[src/rtl/regfile_write_arbiter.sv]
// Round-robin write arbiter (A/B) over NREGS x W storage with a sequenced CLEAR; writes land 1 cycle after handshake.
// Backpressure: combinational ready, held low during CLEAR and whenever init is requested; nothing is buffered.
module regfile_write_arbiter #(
  parameter int             NREGS    = 8,
  parameter int             W        = 8,
  parameter bit             ZERO_REG = 1'b1,
  parameter logic [W-1:0]   INIT_VAL = '0
) (
  input  logic               clk,
  input  logic               rst_n,
  input  logic               init,
  input  logic               a_valid,
  output logic               a_ready,
  input  logic [3:0]         a_addr,
  input  logic [W-1:0]       a_data,
  input  logic               b_valid,
  output logic               b_ready,
  input  logic [3:0]         b_addr,
  input  logic [W-1:0]       b_data,
  output logic [NREGS*W-1:0] regs_flat,
  output logic               busy,
  output logic               err_addr,
  output logic [7:0]         wr_count
);

  localparam int CW = (NREGS > 1) ? $clog2(NREGS) : 1;

  localparam logic [0:0] IDLE  = 1'b0;
  localparam logic [0:0] CLEAR = 1'b1;

  logic [0:0]   state;
  logic [CW-1:0] cnt;
  logic         prio;          // 0: A wins a tie, 1: B wins a tie
  logic [W-1:0] regs [NREGS];

  logic         open_win;
  logic         xfer;
  logic [3:0]   wr_addr;
  logic [W-1:0] wr_data;
  logic         in_range;
  logic         to_zero;

  assign open_win = rst_n && (state == IDLE) && !init;
  assign a_ready  = open_win && a_valid && (!b_valid || !prio);
  assign b_ready  = open_win && b_valid && (!a_valid || prio);
  assign xfer     = a_ready || b_ready;

  assign wr_addr  = a_ready ? a_addr : b_addr;
  assign wr_data  = a_ready ? a_data : b_data;
  assign in_range = int'(wr_addr) < NREGS;
  assign to_zero  = ZERO_REG && (wr_addr == 4'd0);

  always_ff @(posedge clk or negedge rst_n) begin
    if (!rst_n) begin
      state    <= IDLE;
      cnt      <= '0;
      prio     <= 1'b0;
      busy     <= 1'b0;
      err_addr <= 1'b0;
      wr_count <= 8'd0;
      for (int i = 0; i < NREGS; i++) regs[i] <= '0;
    end else begin
      err_addr <= 1'b0;
      case (state)
        IDLE: begin
          if (init) begin
            state <= CLEAR;
            cnt   <= '0;
            busy  <= 1'b1;
          end else if (xfer) begin
            prio <= a_ready;
            if (!in_range) begin
              err_addr <= 1'b1;
            end else if (!to_zero) begin
              wr_count <= wr_count + 8'd1;
              for (int i = 0; i < NREGS; i++)
                if (int'(wr_addr) == i) regs[i] <= wr_data;
            end
          end
        end
        default: begin
          // One register per cycle; the $zero register is never touched.
          for (int i = 0; i < NREGS; i++)
            if (int'(cnt) == i && !(ZERO_REG && i == 0)) regs[i] <= INIT_VAL;
          cnt <= cnt + 1'b1;
          if (cnt == CW'(NREGS - 1)) begin
            state <= IDLE;
            busy  <= 1'b0;
          end
        end
      endcase
    end
  end

  for (genvar g = 0; g < NREGS; g++) begin : g_flat
    assign regs_flat[g*W +: W] = regs[g];
  end

endmodule

[config.mk]
export PLATFORM = sky130hd
export DESIGN_NAME = regfile_write_arbiter
export DESIGN_NICKNAME = d
export VERILOG_FILES = /design/src/rtl/regfile_write_arbiter.sv
export SDC_FILE = /design/constraint.sdc
export NUM_CORES = 1
export LEC_CHECK = 0
export ABC_AREA = 1
export CORE_MARGIN = 2
export CORE_UTILIZATION = 48
export DETAILED_ROUTE_END_ITERATION = 6
export PLACE_DENSITY = 0.81
export SKIP_CTS_REPAIR_TIMING = 1
export SLEW_MARGIN = 20
export SYNTH_ARGS = -nofsm -noshare
export SYNTH_HDL_FRONTEND = slang
export SYNTH_SLANG_ARGS = --single-unit
[constraint.sdc]
create_clock -name clk -period 2 [get_ports clk]
set_input_delay 0.4 -clock clk [delete_from_list [all_inputs] [get_ports clk]]
set_output_delay 0.4 -clock clk [all_outputs]
set_load 0.02 [all_outputs]
**After elaboration in Yosys (flattened, before gate mapping)**

Index checks and enable logic that the tools add are counted.

- Register bits: 79
- Bits in latches: 0
- Bits in writable memories: 0
- Memory bits (read-only): 0
- Output and inout port bits: 76
- Logic and storage cells: 114
- Memories kept: 0

- $add $sub $neg: 2
- $mul: 0
- Div/mod/pow operators: 0
- Order comparisons: 1
- Equal/unequal tests: 25
- Shifts and indexed selects: 0
- Muxes and demuxes: 33
- Bitwise gates (word level): 3
- Reduce and logical (&&, ||, !) cells: 36

Operators with widths:

| kind | count |
|---|---|
| 2-to-1 mux 56 bit | 5 |
| 2-to-1 mux 8 bit | 15 |
| AND reduction 6 bit | 8 |
| nonzero test 2 bit | 10 |
| != test 2 x 1 -> 1 bit, second input constant | 9 |
| == test 4 bit, second input constant | 4 |
| == test 3 bit, second input constant | 5 |
| 2-to-1 mux 1 bit | 10 |
| adder 8 x 1 -> 8 bit, second input constant | 1 |
| == test 4 x 3 -> 1 bit, second input constant | 2 |
| zero test 4 bit | 2 |
| == test 3 x 2 -> 1 bit, second input constant | 2 |
| logical AND 1 bit | 6 |
| 2-to-1 mux 3 bit | 2 |
| AND reduction 5 bit | 1 |
| == test 4 x 2 -> 1 bit, second input constant | 1 |
| zero test 1 bit | 4 |
| < comparator 4 bit, second input constant | 1 |
| 2-to-1 mux 4 bit | 1 |
| adder 3 x 1 -> 3 bit, second input constant | 1 |
| == test 3 x 1 -> 1 bit, second input constant | 1 |
| logical OR 1 bit | 3 |
| NOT 1 bit | 3 |
| AND reduction 3 bit | 1 |
| 2 further kinds | 2 |

**Longest topological paths before layout**

- Depth after elaboration: 13
- Depth in mapped cells: 15
- Depth with buffers taken out: 13

**Worst setup path before layout**

OpenSTA, ideal clock, no wires.

- Kind: register -> register
- Start point: register state
- End point: register regs (netlist bit regs_flat[10])
- Library setup time: 0.118 ns
- Arrival time: 1.613 ns
- Data required time: 1.882 ns
- Slack: 0.270 ns
- Cell stages (with the launch flop): 15
- Path buffers: 2
- Period minus slack after synthesis: 1.730 ns
- Path through: dfrtp_1 > buf_6 > inv_4 > nand2_1 > nor2_2 > nand2_1 > buf_6 > nand2_2 > nand2_4 > nor2_4 > nand3_1 > nand2_2 > nand2_2 > nand2_1 > nand2_1

- Word-level cells in the longest chain between the ends: 12
- Elaborated cells between the ends (all ways): 26
- Classes of those cells: 1 x order compare; 4 x eq/ne; 8 x mux; 1 x bitwise; 12 x reduce/logical

RTL lines:

| item | line | RTL |
|---|---|---|
| start: declaration | 31 | `logic [0:0] state;` |
| start signal: assignment | 55 | `state <= IDLE;` |
| start signal: assignment | 67 | `state <= CLEAR;` |
| start signal: assignment | 87 | `state <= IDLE;` |
| branches (longest 12 deep; another with < comparator 4 bit) | n/a |  |
| end: declaration | 34 | `logic [W-1:0] regs [NREGS];` |

Several ways; the timed one is not identified. The select of a mux whose other input is x is not followed.
A chain may end at the register's enable or synchronous reset.

**Final worst setup path**

- Start point: register state
- End point: output a_ready

- Word-level cells in the longest chain between the ends: 5

RTL lines:

| item | line | RTL |
|---|---|---|
| NOT 1 bit (no line) | n/a |  |
| logical AND 1 bit (2 in series) | 43 | `assign open_win = rst_n && (state == IDLE) && !init;` |
| logical AND 1 bit (2 in series) | 44 | `assign a_ready = open_win && a_valid && (!b_valid \|\| !prio);` |
| end: declaration | 13 | `output logic a_ready,` |

No other way between the ends.

==> flow_summary.json <==
{
  "cap_violations": 0,
  "dr.pass1.iters": 5,
  "grt.total_usage_pct": 24.65,
  "place_congestion": 0.9048,
  "finalSetupViolCount": 0,
  "ant_nets": 0,
  "drive_above_1_share_pct": 16.67,
  "cts_buffers": 9,
  "drc_errors": 0,
  "htree_levels": 3,
  "crit_required_ns": 1.60,
  "syn_area_per_cell_um2": 8.899,
  "hold_class": "primary input to async pin",
  "vdd_drop_max_v": 0.0008280,
  "yosysWarnings": 0,
  "reg2reg_depth": 14,
  "design_area_um2": 5350,
  "fin_crit_ns": 1.954,
  "period_share_pct": 97.72,
  "crit_end": "a_ready",
  "final_core_util_pct": 73.37,
  "setup.worst_path.start_class": "register",
  "crit_chain": "nor2_4, nand2_2, nor2_4, buf_4, dlymetal6s2s_1",
  "max_stage_delay_ns": 0.45,
  "die_h_um": 91.19,
  "rows": 31,
  "antenna_cells": 0,
  "clock-root-buffer": "clkbuf_8",
  "area_delta_synth_final_pct": 46.64,
  "place_area_um2": 5031,
  "cts_tree": "built",
  "r2r_end": "regs_flat[59]$_DFFE_PN0P_",
  "antenna_found_initial": 0,
  "hold_viol_final": 0,
  "criticalPathCategory": "register to output port",
  "filler_cell_count": 539,
  "synth.net_count": 446,
  "fp.coreArea_um2": 7292,
  "cp.arrival_ns": 1.55,
  "clkLatencyLatePin_ns": 0.35,
  "avgRoutedWirePerCell_um": 15.46,
  "yosysTopAreaCell": "dfrtp_1",
  "grt_max_degree": 59,
  "synthArstFlopShare_pct": 100.0,
  "power_density_nw_per_um2": 1260,
  "dieArea_um2": 8315,
  "yosys-top-cells-count": "148 x nand2_1, 79 x dfrtp_1, 70 x nand3_1",
  "clk_path_buf_depth": 2,
  "synthDominantCellAreaShare_pct": 54.18,
  "via_per_inst": 5.126,
  "netlist_area_um2": 3648,
  "synth.most_common_cell": "nand2_1",
  "drv_slew": 0,
  "reg2reg_slack_ns": 0.11,
  "post-dp-hpwl_mm": 7.176,
  "synthFlopType": "dfrtp_1",
  "critPathCaptureType": "output port",
  "cts_sinks": 79,
  "power.leakage_uw": 0.002769,
  "rr_startpoint": "state$_DFF_PN0_",
  "ys_top_cells_by_area": "dfrtp_1 54%, nand2_1 15%, nand3_1 9.6%",
  "synth_cells": 410,
  "grt_pass1_wl_mm": 16.25,
  "die_w_um": 91.19,
  "startpoint": "state$_DFF_PN0_",
  "num_vias": 3368,
  "cts.clk_slew.worst_paths_ns": 0.08,
  "layout.nets": 589,
  "crit_path_frequent_cell": "nor2_4",
  "ys_ff_latch": 79,
  "synth_edf_count": 0,
  "initial_core_util_pct": 50.03,
  "pin_count": 105,
  "timing.slew.headroom_pct": 51.49,
  "overflow": 0,
  "io_buffers": 104,
  "worst_slew_pin_slew_ns": 0.7276,
  "crit_slowest_cell": "dfrtp_2",
  "max_freq_mhz": 511.6,
  "synth_cell_type_count": 24,
  "grt_pass1_vias": 3310,
  "cp_max_fo": 5,
  "skew_ns": 0.01038,
  "status": "finished, final reports clean",
  "synth-seq-area-share_pct": 54.18,
  "setup_tns_ns": 0,
  "drt-initial-drc-count": 199,
  "routed_wl_mm": 10.16
}
-- critical path: cells and delay by family, from the launching register on --
kind,cells,cell delay [ns]
flops,1,0.45
simple gates,3,0.39
buf+inv,2,0.37
-- flip-flops by register name, summed over array words and instances, names as in the netlist --
| register | cells |
|---|---|
| state | 1 |
| prio | 1 |
| regs_flat | 64 |
| wr_count | 8 |
| err_addr | 1 |
| busy | 1 |
| cnt | 3 |
-- how the worst min path moves through the flow --
| stage | startpoint | end | slack [ns] | cells past startpoint |
|---|---|---|---|---|
| after floorplan | rst_n | busy$_DFFE_PN0P_ | 0.10 | 0 |
| after global placement | rst_n | busy$_DFFE_PN0P_ | 0.21 | 1 |
| after detailed placement | rst_n | busy$_DFFE_PN0P_ | 0.21 | 1 |
| after CTS | rst_n | busy$_DFFE_PN0P_ | -0.16 | 1 |
| after global routing | rst_n | regs_flat[62]$_DFFE_PN0P_ | 0.09 | 2 |
| final | rst_n | regs_flat[63]$_DFFE_PN0P_ | 0.07 | 2 |
-- where the power goes --
part           switching (uW)  internal [uW]  total [uW]
clock network             585            611        1200
registers                 352           2080        2430
logic                    1770           1340        3110
-- cell usage in the layout, fill, tap and decap left out, types with 2 or more instances in the layout --
master             n
buf_12             3
o21ai_1            2
nand3_4            2
inv_2              2
clkbuf_8          10
dlymetal6s2s_1     5
ha_1               7
nand2_1          145
nand2_8            4
clkinv_2           2
xnor2_1            5
buf_4             35
dfrtp_1           78
nand4_1            2
nand2_4            9
nor2_4             8
o21ai_0           11
clkdlybuf4s50_1   98
nand2_2           11
nand3_1           70
inv_4              2
nor2_1            21
inv_1             14
-- final cells by class --
| cell class | instances | area [um^2] | share of cell area, % |
|---|---|---|---|
| tap | 99 | 123.9 | 2.315 |
| inverter | 18 | 72.57 | 1.356 |
| clock inverter | 5 | 56.30 | 1.052 |
| timing repair buffer | 143 | 1388 | 25.94 |
| clock buffer | 11 | 141.4 | 2.643 |
| sequential | 79 | 1978 | 36.97 |
| multi-input combinational | 302 | 1590 | 29.72 |
-- layer usage --
layer / share of wire (%) / GRT usage (%)
met4: 2.6 / 9.091
met2: 48 / 40.49
met5: 0 / 0
met3: 6.8 / 3.900
met1: 43 / 33.17
-- logic make-up (layout without fill, tap and decap cells) --
group                      after synthesis  count (layout)  share of synthesized area (%)
adders and majority gates                7               7                          2.400
DFF                                     79              79                          54.18
buffers and inverters                   30             177                          3.841
and+or+nand+nor                        272             273                          35.84
xor gates and xnor gates                 6               6                          1.440
AOI/OAI and AO/OA                       16              16                          2.298
-- stage by stage --
step           total power (uW)  worst slack [ns]  instances  hold slack (ns)
2_1_floorplan              3990            0.2696        410           0.1044
3_3_place_gp               5401           -0.2920        636           0.2102
3_5_place_dp               5512           -0.3854        636           0.2133
4_1_cts                    6722           -0.3452        652          -0.1616
5_1_grt                    7132         -0.001006        657          0.08905
6_report                   6741           0.04551        657          0.07195
Power figures use the tool's default switching activity.
